===== src/rtl/rr_pipe_arbiter.sv =====
// Round-robin burst arbiter feeding a two-stage registered datapath, beats tagged with source ID.
// Optional output backpressure (out_ready port) is enabled by defining PIPE_ARB_STALL_EN.
module rr_pipe_arbiter #(
    parameter int unsigned NREQ      = 4,
    parameter int unsigned DW        = 8,
    parameter int unsigned IDW       = 2,
    parameter int unsigned MAX_BURST = 4
) (
    input  logic                 clk,
    input  logic                 rstn,
    input  logic [NREQ-1:0]      req,
    input  logic [NREQ*DW-1:0]   in_data,
    input  logic                 flush,
`ifdef PIPE_ARB_STALL_EN
    input  logic                 out_ready,
`endif
    output logic [NREQ-1:0]      gnt,
    output logic                 out_valid,
    output logic [DW-1:0]        out_data,
    output logic [IDW-1:0]       out_id,
    output logic                 busy
);

    localparam int unsigned CW = 8;
    localparam int unsigned PW = IDW + 1;
    localparam logic [CW-1:0] MAXB = CW'(MAX_BURST);

    typedef enum logic {S_IDLE, S_OWN} state_t;

    state_t          state, state_nxt;
    logic [IDW-1:0]  rr_ptr, rr_ptr_nxt;
    logic [IDW-1:0]  owner, owner_nxt;
    logic [CW-1:0]   cnt, cnt_nxt;
    logic [NREQ-1:0] gnt_c;
    logic [IDW-1:0]  win;
    logic            win_found;
    logic [PW-1:0]   scan_idx;
    logic [DW-1:0]   sel_data;
    logic [IDW-1:0]  sel_id;
    logic            accept;
    logic            stall;
    logic            s1_valid;
    logic [DW-1:0]   s1_data;
    logic [IDW-1:0]  s1_id;

`ifdef PIPE_ARB_STALL_EN
    assign stall = out_valid & ~out_ready;
`else
    assign stall = 1'b0;
`endif

    function automatic logic [IDW-1:0] inc_wrap(input logic [IDW-1:0] i);
        return (32'(i) == NREQ - 1) ? '0 : i + 1'b1;
    endfunction

    // First requester at or after rr_ptr, wrapping modulo NREQ
    always_comb begin
        win       = '0;
        win_found = 1'b0;
        scan_idx  = '0;
        for (int k = 0; k < NREQ; k++) begin
            scan_idx = PW'(rr_ptr) + PW'(k);
            if (scan_idx >= PW'(NREQ))
                scan_idx = scan_idx - PW'(NREQ);
            if (!win_found && req[IDW'(scan_idx)]) begin
                win       = IDW'(scan_idx);
                win_found = 1'b1;
            end
        end
    end

    always_ff @(posedge clk or negedge rstn) begin
        if (!rstn) begin
            state  <= S_IDLE;
            rr_ptr <= '0;
            owner  <= '0;
            cnt    <= '0;
        end else begin
            state  <= state_nxt;
            rr_ptr <= rr_ptr_nxt;
            owner  <= owner_nxt;
            cnt    <= cnt_nxt;
        end
    end

    // Ownership FSM: flush beats stall, and a stalled cycle holds everything
    always_comb begin
        state_nxt  = state;
        rr_ptr_nxt = rr_ptr;
        owner_nxt  = owner;
        cnt_nxt    = cnt;
        gnt_c      = '0;
        if (flush) begin
            state_nxt = S_IDLE;
            cnt_nxt   = '0;
        end else if (!stall) begin
            case (state)
                S_IDLE: begin
                    if (win_found) begin
                        gnt_c[win] = 1'b1;
                        if (MAX_BURST == 1) begin
                            rr_ptr_nxt = inc_wrap(win);
                        end else begin
                            state_nxt = S_OWN;
                            owner_nxt = win;
                            cnt_nxt   = CW'(1);
                        end
                    end
                end
                S_OWN: begin
                    if (req[owner]) begin
                        gnt_c[owner] = 1'b1;
                        cnt_nxt      = cnt + CW'(1);
                        if (cnt + CW'(1) == MAXB) begin
                            state_nxt  = S_IDLE;
                            rr_ptr_nxt = inc_wrap(owner);
                        end
                    end else begin
                        state_nxt  = S_IDLE;
                        rr_ptr_nxt = inc_wrap(owner);
                    end
                end
                default: state_nxt = S_IDLE;
            endcase
        end
    end

    assign gnt    = gnt_c & {NREQ{rstn}};
    assign accept = |gnt;

    // Granted slice and its index; zero when nothing is granted
    always_comb begin
        sel_data = '0;
        sel_id   = '0;
        for (int i = 0; i < NREQ; i++) begin
            if (gnt_c[i]) begin
                sel_data = sel_data | in_data[i*DW +: DW];
                sel_id   = sel_id | IDW'(i);
            end
        end
    end

    always_ff @(posedge clk or negedge rstn) begin
        if (!rstn) begin
            s1_valid  <= 1'b0;
            s1_data   <= '0;
            s1_id     <= '0;
            out_valid <= 1'b0;
            out_data  <= '0;
            out_id    <= '0;
        end else if (flush || !stall) begin
            s1_valid  <= accept;
            s1_data   <= sel_data;
            s1_id     <= sel_id;
            out_valid <= s1_valid & ~flush;
            out_data  <= s1_data;
            out_id    <= s1_id;
        end
    end

    assign busy = (state == S_OWN) | s1_valid | out_valid;

endmodule

===== config.mk =====
export PLATFORM = sky130hd
export DESIGN_NAME = rr_pipe_arbiter
export DESIGN_NICKNAME = d
export VERILOG_FILES = /design/src/rtl/rr_pipe_arbiter.sv
export SDC_FILE = /design/constraint.sdc
export NUM_CORES = 1
export LEC_CHECK = 0
export CAP_MARGIN = 10
export CORE_MARGIN = 8
export CORE_UTILIZATION = 28
export CTS_BUF_LIST = sky130_fd_sc_hd__clkbuf_4 sky130_fd_sc_hd__clkbuf_8 sky130_fd_sc_hd__clkbuf_16
export CTS_CLUSTER_SIZE = 28
export DETAILED_ROUTE_END_ITERATION = 10
export GPL_ROUTABILITY_DRIVEN = 0
export GPL_TIMING_DRIVEN = 1
export PLACE_DENSITY_LB_ADDON = 0.08
export SKIP_LAST_GASP = 1
export SLEW_MARGIN = 20
export SYNTH_ARGS = -nofsm -noshare
export SYNTH_HDL_FRONTEND = slang
export SYNTH_SLANG_ARGS = --single-unit

===== constraint.sdc =====
create_clock -name clk -period 1.93 [get_ports clk]
set_clock_uncertainty 0.05 [all_clocks]
set_input_delay 0.193 -clock clk [delete_from_list [all_inputs] [get_ports clk]]
set_output_delay 0.193 -clock clk [all_outputs]
set_load 0.01 [all_outputs]

==> results of run 1 <==
==> path summary, 6_finish.rpt <==
check | cells after the start | endpoint | slack [ns]
worst min register to register | 0 | out_id[1]$_DFF_PN0_ | 0.30
worst max register to register | 10 | s1_data[4]$_DFF_PN0_ | -0.06
worst min-delay path | 2 | out_data[4]$_DFF_PN0_ | 0.26
max in group asynchronous | 3 | rr_ptr[1]$_DFFE_PN0P_ | 1.08
worst max-delay path | 8 | gnt[2] | -0.14
min in group clk | 0 | out_id[1]$_DFF_PN0_ | 0.30
==> area by class of cell <==
class,count,area [um2],share of cell area
clock buffer,6,82.6,0.0264
clock inverter,2,35.0,0.0112
inverter,4,15.0,0.00480
multi-input combinational,142,1120,0.358
sequential,35,877,0.280
tap,80,100,0.0320
timing repair buffer,97,897,0.287
==> cells by family after synthesis <==
logic type / after synthesis / share of synthesized area
muxes: 4 / 0.0300
and+or+nand+nor: 64 / 0.173
DFF: 35 / 0.466
buffers and inverters: 12 / 0.0366
AOI/OAI and AO/OA: 69 / 0.261
adders and majority gates: 5 / 0.0333
==> per-stage QoR <==
stage / utilization / setup WS, ns / instances / setup TNS (ns)
CTS: 0.454 / -0.174 / 364 / -0.817
detailed placement: 0.410 / -0.531 / 350 / -8.46
global route: 0.471 / -0.257 / 366 / -2.30
global placement: 0.410 / -0.521 / 350 / -8.24
floorplan: - / 0.00471 / 189 / 0
finish: 0.471 / -0.140 / 366 / -0.872
==> registers in the layout (all words and copies together) (netlist names) <==
name,flops
out_valid,1
out_id,2
cnt,8
s1_valid,1
s1_id,2
owner,2
rr_ptr,2
out_data,8
s1_data,8
state,1
==> power groups by stage <==
| stage | Sequential, mW | Clock, mW | Combinational [mW] |
|---|---|---|---|
| after floorplan | 1.09 | 0 | 0.664 |
| after global placement | 1.05 | 0 | 1.45 |
| after detailed placement | 1.05 | 0 | 1.44 |
| after CTS | 1.04 | 0.718 | 1.65 |
| after global routing | 1.07 | 0.742 | 1.92 |
| final | 1.04 | 0.690 | 1.77 |
==> worst register-to-register path, cell delays in order (launching register included) <==
cell,delay (ns)
dfrtp_2,0.45
mux2_4,0.31
nand2_2,0.06
o211ai_1,0.10
buf_4,0.17
buf_4,0.13
buf_4,0.12
nor3b_2,0.18
buf_6,0.20
nand2_2,0.07
o2111ai_2,0.06
==> cells in the mapped netlist <==
library cell,n
nand2_1,26
o21ai_0,23
o22ai_1,2
a32o_1,8
mux2_2,3
inv_1,4
nor3b_2,1
o31ai_2,1
o211ai_1,1
dfrtp_1,35
and2_1,1
buf_2,1
o22ai_2,1
nor2_1,9
buf_6,3
and3_2,1
o211a_1,1
o21a_1,3
nor3_4,1
a21oi_1,7
nor3_1,2
nor2b_1,2
ha_1,5
nor4_1,1
a21o_2,1
clkbuf_1,4
and2_4,1
mux4_2,1
and3_1,4
o2111ai_1,8
nand3_1,8
or3_1,2
nor3_2,1
o31ai_1,2
a21oi_2,8
nand2b_1,4
a31oi_1,3
==> what timing repair did <==
action / CTS / global route
gates resized for setup: 58 / 24
setup endpoints to repair: 20 / 19
endpoints found under the hold margin: 10 / 0
gates cloned: 0 / 1
pin swaps: 25 / 14
hold buffers: 1 / 0
buffers inserted: 5 / 1
==> per-layer routing <==
metal,vias up,track usage
li1,895,-
met4,0,0.0348
met3,5,0.0327
met1,871,0.158
met2,34,0.214
met5,-,0
==> key figures, run 1 <==
Critical path
  – Critical path, cell by cell: buf_6, a21oi_2, o21a_1, o22ai_4, buf_12, o31ai_4, and2_1, buf_6
  – CP endpoint kind: output port
  – WS Path Type: register to output port
  – CP startpoint: rr_ptr[1]$_DFFE_PN0P_
  – Crit path arrival time: 1.83 ns
  – WP buf/inv: 3
  – Crit path largest cell delay: 0.45 ns
  – Top cell by count, worst path: buf_6
  – Crit path required time: 1.69 ns
  – Origin of the critical flop-to-flop path: rr_ptr[1]$_DFFE_PN0P_
  – CP max stage cell: dfrtp_2
  – Delay-heaviest family, CP: compound AO/OA/AOI/OAI gates
  – Crit start category: register
  – CP Max Fanout: 5

GRT
  – Initial antenna violation count: 0
  – Pin count of the biggest net entering global routing: 15
  – Total track usage: 0.128
  – First-pass GRT wire length: 9920 um
  – Total grt overflow: 0
  – Vias in the first global route: 1962

Place
  – PortBufs: 54
  – Hpwl dp: 4490 um
  – Placement Cell Area: 0.00273 mm2

Detailed routing
  – WL final: 6130 um
  – Vias: 1805
  – Met2 WL post-DR: 2950 um
  – Met1 Wirelength: 2900 um
  – Max Used Layer: met4
  – ANT nets after route: 0
  – DR iter-0 viols: 91
  – Drt pass-1 iters: 4
  – Post-DR vias/cell: 4.93
  – DRC Markers: 0
  – WL met3: 216 um
  – WL per Instance: 16.7 um

Clocking
  – Root buffer cell: clkbuf_8
  – TritonCTS clock tree: built
  – Total CTS buffers: 5
  – Worst-path clk slew: 0.07 ns
  – Max Buffers Root-to-Sink: 2
  – Sink Count: 35
  – Clk_lat worst skew: 0.29 ns
  – Max H-tree Level: 2

Pwr
  – Clock power frac: 0.197
  – Power per cell area: 1120 mW/mm2
  – Internal Power: 2.33 mW
  – Comb pwr share: 0.505
  – Switching portion of total power: 0.335
  – P_sw: 1.17 mW
  – IR drop worst, VDD: 0.604 mV
  – Pwr Total: 3.50 mW
  – Seq pwr share: 0.297
  – Leakage: 1.36 nW

Synth
  – Yosys reg bits: 35
  – Synthesized cell area: 0.00188 mm2
  – Net Count, Synth: 233
  – Synth cell types: 37
  – Synth area leader: dfrtp_1
  – Synth Instances: 189
  – Mean Syn Cell Area: 9.94 um2
  – Ys Warns: 0
  – Synth area leaders: dfrtp_1 (47%), o21ai_0 (6.1%), nand2_1 (5.2%), a32o_1 (4.3%), a21oi_2 (3.7%)
  – Share of the synthesized area in the top cell type: 0.466
  – Sequential share of the synthesized area: 0.466

Timing
  – Setup ws final: -0.140 ns
  – Post-route minimum period: 2.07 ns
  – Fmax: 483 MHz
  – Final worst path period share: 1.07
  – Slew @ Worst Pin: 0.300 ns
  – Max-slew violation count: 0
  – Hold_ws: 0.260 ns
  – Slew margin rel.: 0.798
  – RSZ-0062 raised after global routing: true
  – Final hold vios: 0
  – Setup violations, final: 13

Layout
  – Fraction of layout cells with a size suffix above 1: 0.367
  – Most common cell after layout, fill and taps aside: clkdlybuf4s50_1
  – Final net count: 329
  – Fill cell count: 637
  – Most frequent cells in the layout: clkdlybuf4s50_1 (44), dfrtp_1 (34), buf_4 (34)
  – # diodes: 0
  – Design area: 0.00313 mm2
  – Layout area overhead: 66.6%

Die
  – Die width: 97.9 um
  – Initial Util: 0.283
  – Die H: 97.9 um
  – Core box area: 0.00664 mm2
  – Die area: 0.00958 mm2
  – IO Count: 55
  – Cell row count: 30

Hold path
  – Worst Hold Class: primary input to async pin

Run status
  – Failing checks: negative setup slack
  – Status: finished with violations

Run
  – MaxCap Viol Count: 0
Note: power is estimated with default switching activity, not from simulation.
==> run 2: changes to the inputs <==
- CORE_UTILIZATION: 28 -> 42
==> run 2 against run 1 <==
The run still ends with negative setup slack left. Non-clock buffer count fell by 2. First-iteration DRC count rose by 130%. Routed wire length rose by 1.3%. Register-to-register slack got worse by 0.06 ns. Sequential share of layout area rose by 0.69 points. Largest power group unchanged. Critical path depth did not move. Power fell by 0.80%. Core utilization rose by 24 points. Highest routed layer unchanged. Via count rose by 6.0%. Die area fell by 28%. Setup slack got worse by 0.029 ns.
==> key figures, run 2 (same netlist as run 1, synthesis figures left out) <==
Clocking
  – Root buffer cell: clkbuf_8
  – TritonCTS clock tree: built
  – Max Buffers Root-to-Sink: 2 (unchanged)
  – Max H-tree Level: 2 (unchanged)
  – Worst-path clk slew: 0.07 ns (about the same)
  – Sink Count: 35 (unchanged)
  – Clk_lat worst skew: 0.29 ns (about the same)
  – Total CTS buffers: 5 (unchanged)

Layout
  – Fill cell count: 328 (-49%)
  – Top flop regs: cnt (8), out_data (8), s1_data (8)
  – Fraction of layout cells with a size suffix above 1: 0.380 (+0.0131)
  – Final net count: 327 (-0.61%)
  – Final Util: 0.706 (+0.235)
  – # diodes: 0 (unchanged)
  – Most common cell after layout, fill and taps aside: clkdlybuf4s50_1
  – Design area: 0.00305 mm2 (-2.4%)
  – Most frequent cells in the layout: clkdlybuf4s50_1 (45), dfrtp_1 (34), buf_4 (33)
  – Layout area overhead: 62.6%

Timing
  – RSZ-0062 raised after global routing: true
  – Max-slew violation count: 0 (unchanged)
  – Fmax: 476 MHz (-1.4%)
  – Slew margin rel.: 0.722 (-0.0758)
  – Post-route minimum period: 2.10 ns (+0.0288 ns)
  – Setup ws final: -0.169 ns (-0.0288 ns)
  – Setup violations, final: 21 (+8)
  – Final hold vios: 0 (unchanged)
  – Slew @ Worst Pin: 0.413 ns (+0.112 ns)
  – Final worst path period share: 1.09 (+0.0149)

Run status
  – Status: finished with violations
  – Failing checks: negative setup slack

Die
  – IO Count: 55 (unchanged)
  – Die H: 82.9 um (-15%)
  – Cell row count: 24 (-20%)
  – Die area: 0.00687 mm2 (-28%)
  – Initial Util: 0.434 (+0.152)
  – Die width: 82.9 um (-15%)
  – Core box area: 0.00432 mm2 (-35%)

GRT
  – Total track usage: 0.170 (+0.0419)
  – Total grt overflow: 0 (unchanged)
  – Vias in the first global route: 1957 (-0.25%)
  – Pin count of the biggest net entering global routing: 25 (+10)
  – Initial antenna violation count: 0 (unchanged)
  – First-pass GRT wire length: 9650 um (-2.7%)

Detailed routing
  – WL per Instance: 18.5 um (+10%)
  – WL final: 6210 um (+1.3%)
  – Drt pass-1 iters: 4 (unchanged)
  – DRC Markers: 0 (unchanged)
  – DR iter-0 viols: 206 (+130%)
  – Post-DR vias/cell: 5.70 (+16%)
  – Vias: 1914 (+6.0%)
  – ANT nets after route: 0 (unchanged)

Place
  – Placement Cell Area: 0.00268 mm2 (-1.8%)
  – Hpwl dp: 4560 um (+1.5%)
  – PortBufs: 54 (unchanged)

Critical path
  – Crit start category: register
  – Crit path arrival time: 1.86 ns (+0.03 ns)
  – CP Max Fanout: 5 (unchanged)
  – WS Path Type: register to output port
  – CP endpoint kind: output port
  – Crit path required time: 1.69 ns (about the same)

Pwr
  – IR drop worst, VDD: 0.712 mV (+18%)
  – Leakage: 1.37 nW (+0.72%)
  – Power per cell area: 1140 mW/mm2 (+1.6%)

Run
  – MaxCap Viol Count: 0 (unchanged)

Hold path
  – Worst Hold Class: register to register
==> run 2: critical path, cell delays in order (launching register included) <==
cell and delay, ns:
dfrtp_2 0.44, mux2_4 0.31, nand2_2 0.06, o211ai_1 0.13
buf_4 0.17, and3_4 0.18, a21oi_2 0.10, nor2_1 0.05
buf_2 0.13
==> run 2: metrics by stage <==
step / total power [mW] / hold slack [ns] / cells / setup WS (ns) / setup TNS [ns]
6_report: 3.47 / 0.304 / 336 / -0.169 / -1.42
2_1_floorplan: 1.76 / -0.153 / 189 / 0.00471 / 0
3_3_place_gp: 2.44 / 0.198 / 320 / -0.455 / -6.36
5_1_grt: 3.67 / 0.310 / 336 / -0.230 / -3.00
3_5_place_dp: 2.48 / 0.198 / 320 / -0.540 / -8.00
4_1_cts: 3.36 / 0.306 / 336 / -0.137 / -1.58
==> run 2: layout make-up <==
class                   count  area (um2)  share of cell area
inverters                   4        15.0             0.00492
clock buffers               5        68.8              0.0225
multi-input cells         142        1120               0.366
clock inverters             3        43.8              0.0143
repair buffers             95         865               0.283
well taps                  52        65.1              0.0213
flip-flops and latches     35         877               0.287
==> run 2: per-layer routing <==
layer,track usage,vias up,share of wire
li1,-,895,-
met1,0.197,934,0.42
met2,0.293,72,0.51
met3,0.0410,13,0.057
met4,0.0655,0,0.018
met5,0,-,0
==> run 2: worst paths after layout <==
path	from	endpoint	slack [ns]	depth (start not counted)
max	rr_ptr[1]$_DFFE_PN0P_	gnt[0]	-0.17	8
min	s1_id[1]$_DFF_PN0_	out_id[1]$_DFF_PN0_	0.30	0
max reg2reg	owner[0]$_DFFE_PN0P_	s1_data[7]$_DFF_PN0_	-0.12	7
min reg2reg	s1_id[1]$_DFF_PN0_	out_id[1]$_DFF_PN0_	0.30	0
max in group asynchronous	rstn	out_data[0]$_DFF_PN0_	1.10	3
min in group asynchronous	rstn	cnt[2]$_DFFE_PN0P_	0.45	3
==> run 2: repair_timing <==
action / 4_1_cts / 5_1_grt
resized for setup: 50 / 32
setup endpoints to repair: 16 / 22
buffers inserted: 7 / 1
cloned: 0 / 1
hold buffers: 1 / 0
hold endpoints to repair: 35 / 0
pin swaps: 20 / 25
==> run 2: power breakdown <==
group / total [mW] / switching (mW) / internal, mW
sequential: 1.04 / 0.0929 / 0.950
clock: 0.664 / 0.279 / 0.384
combinational: 1.76 / 0.832 / 0.931
total: 3.47 / 1.20 / 2.27
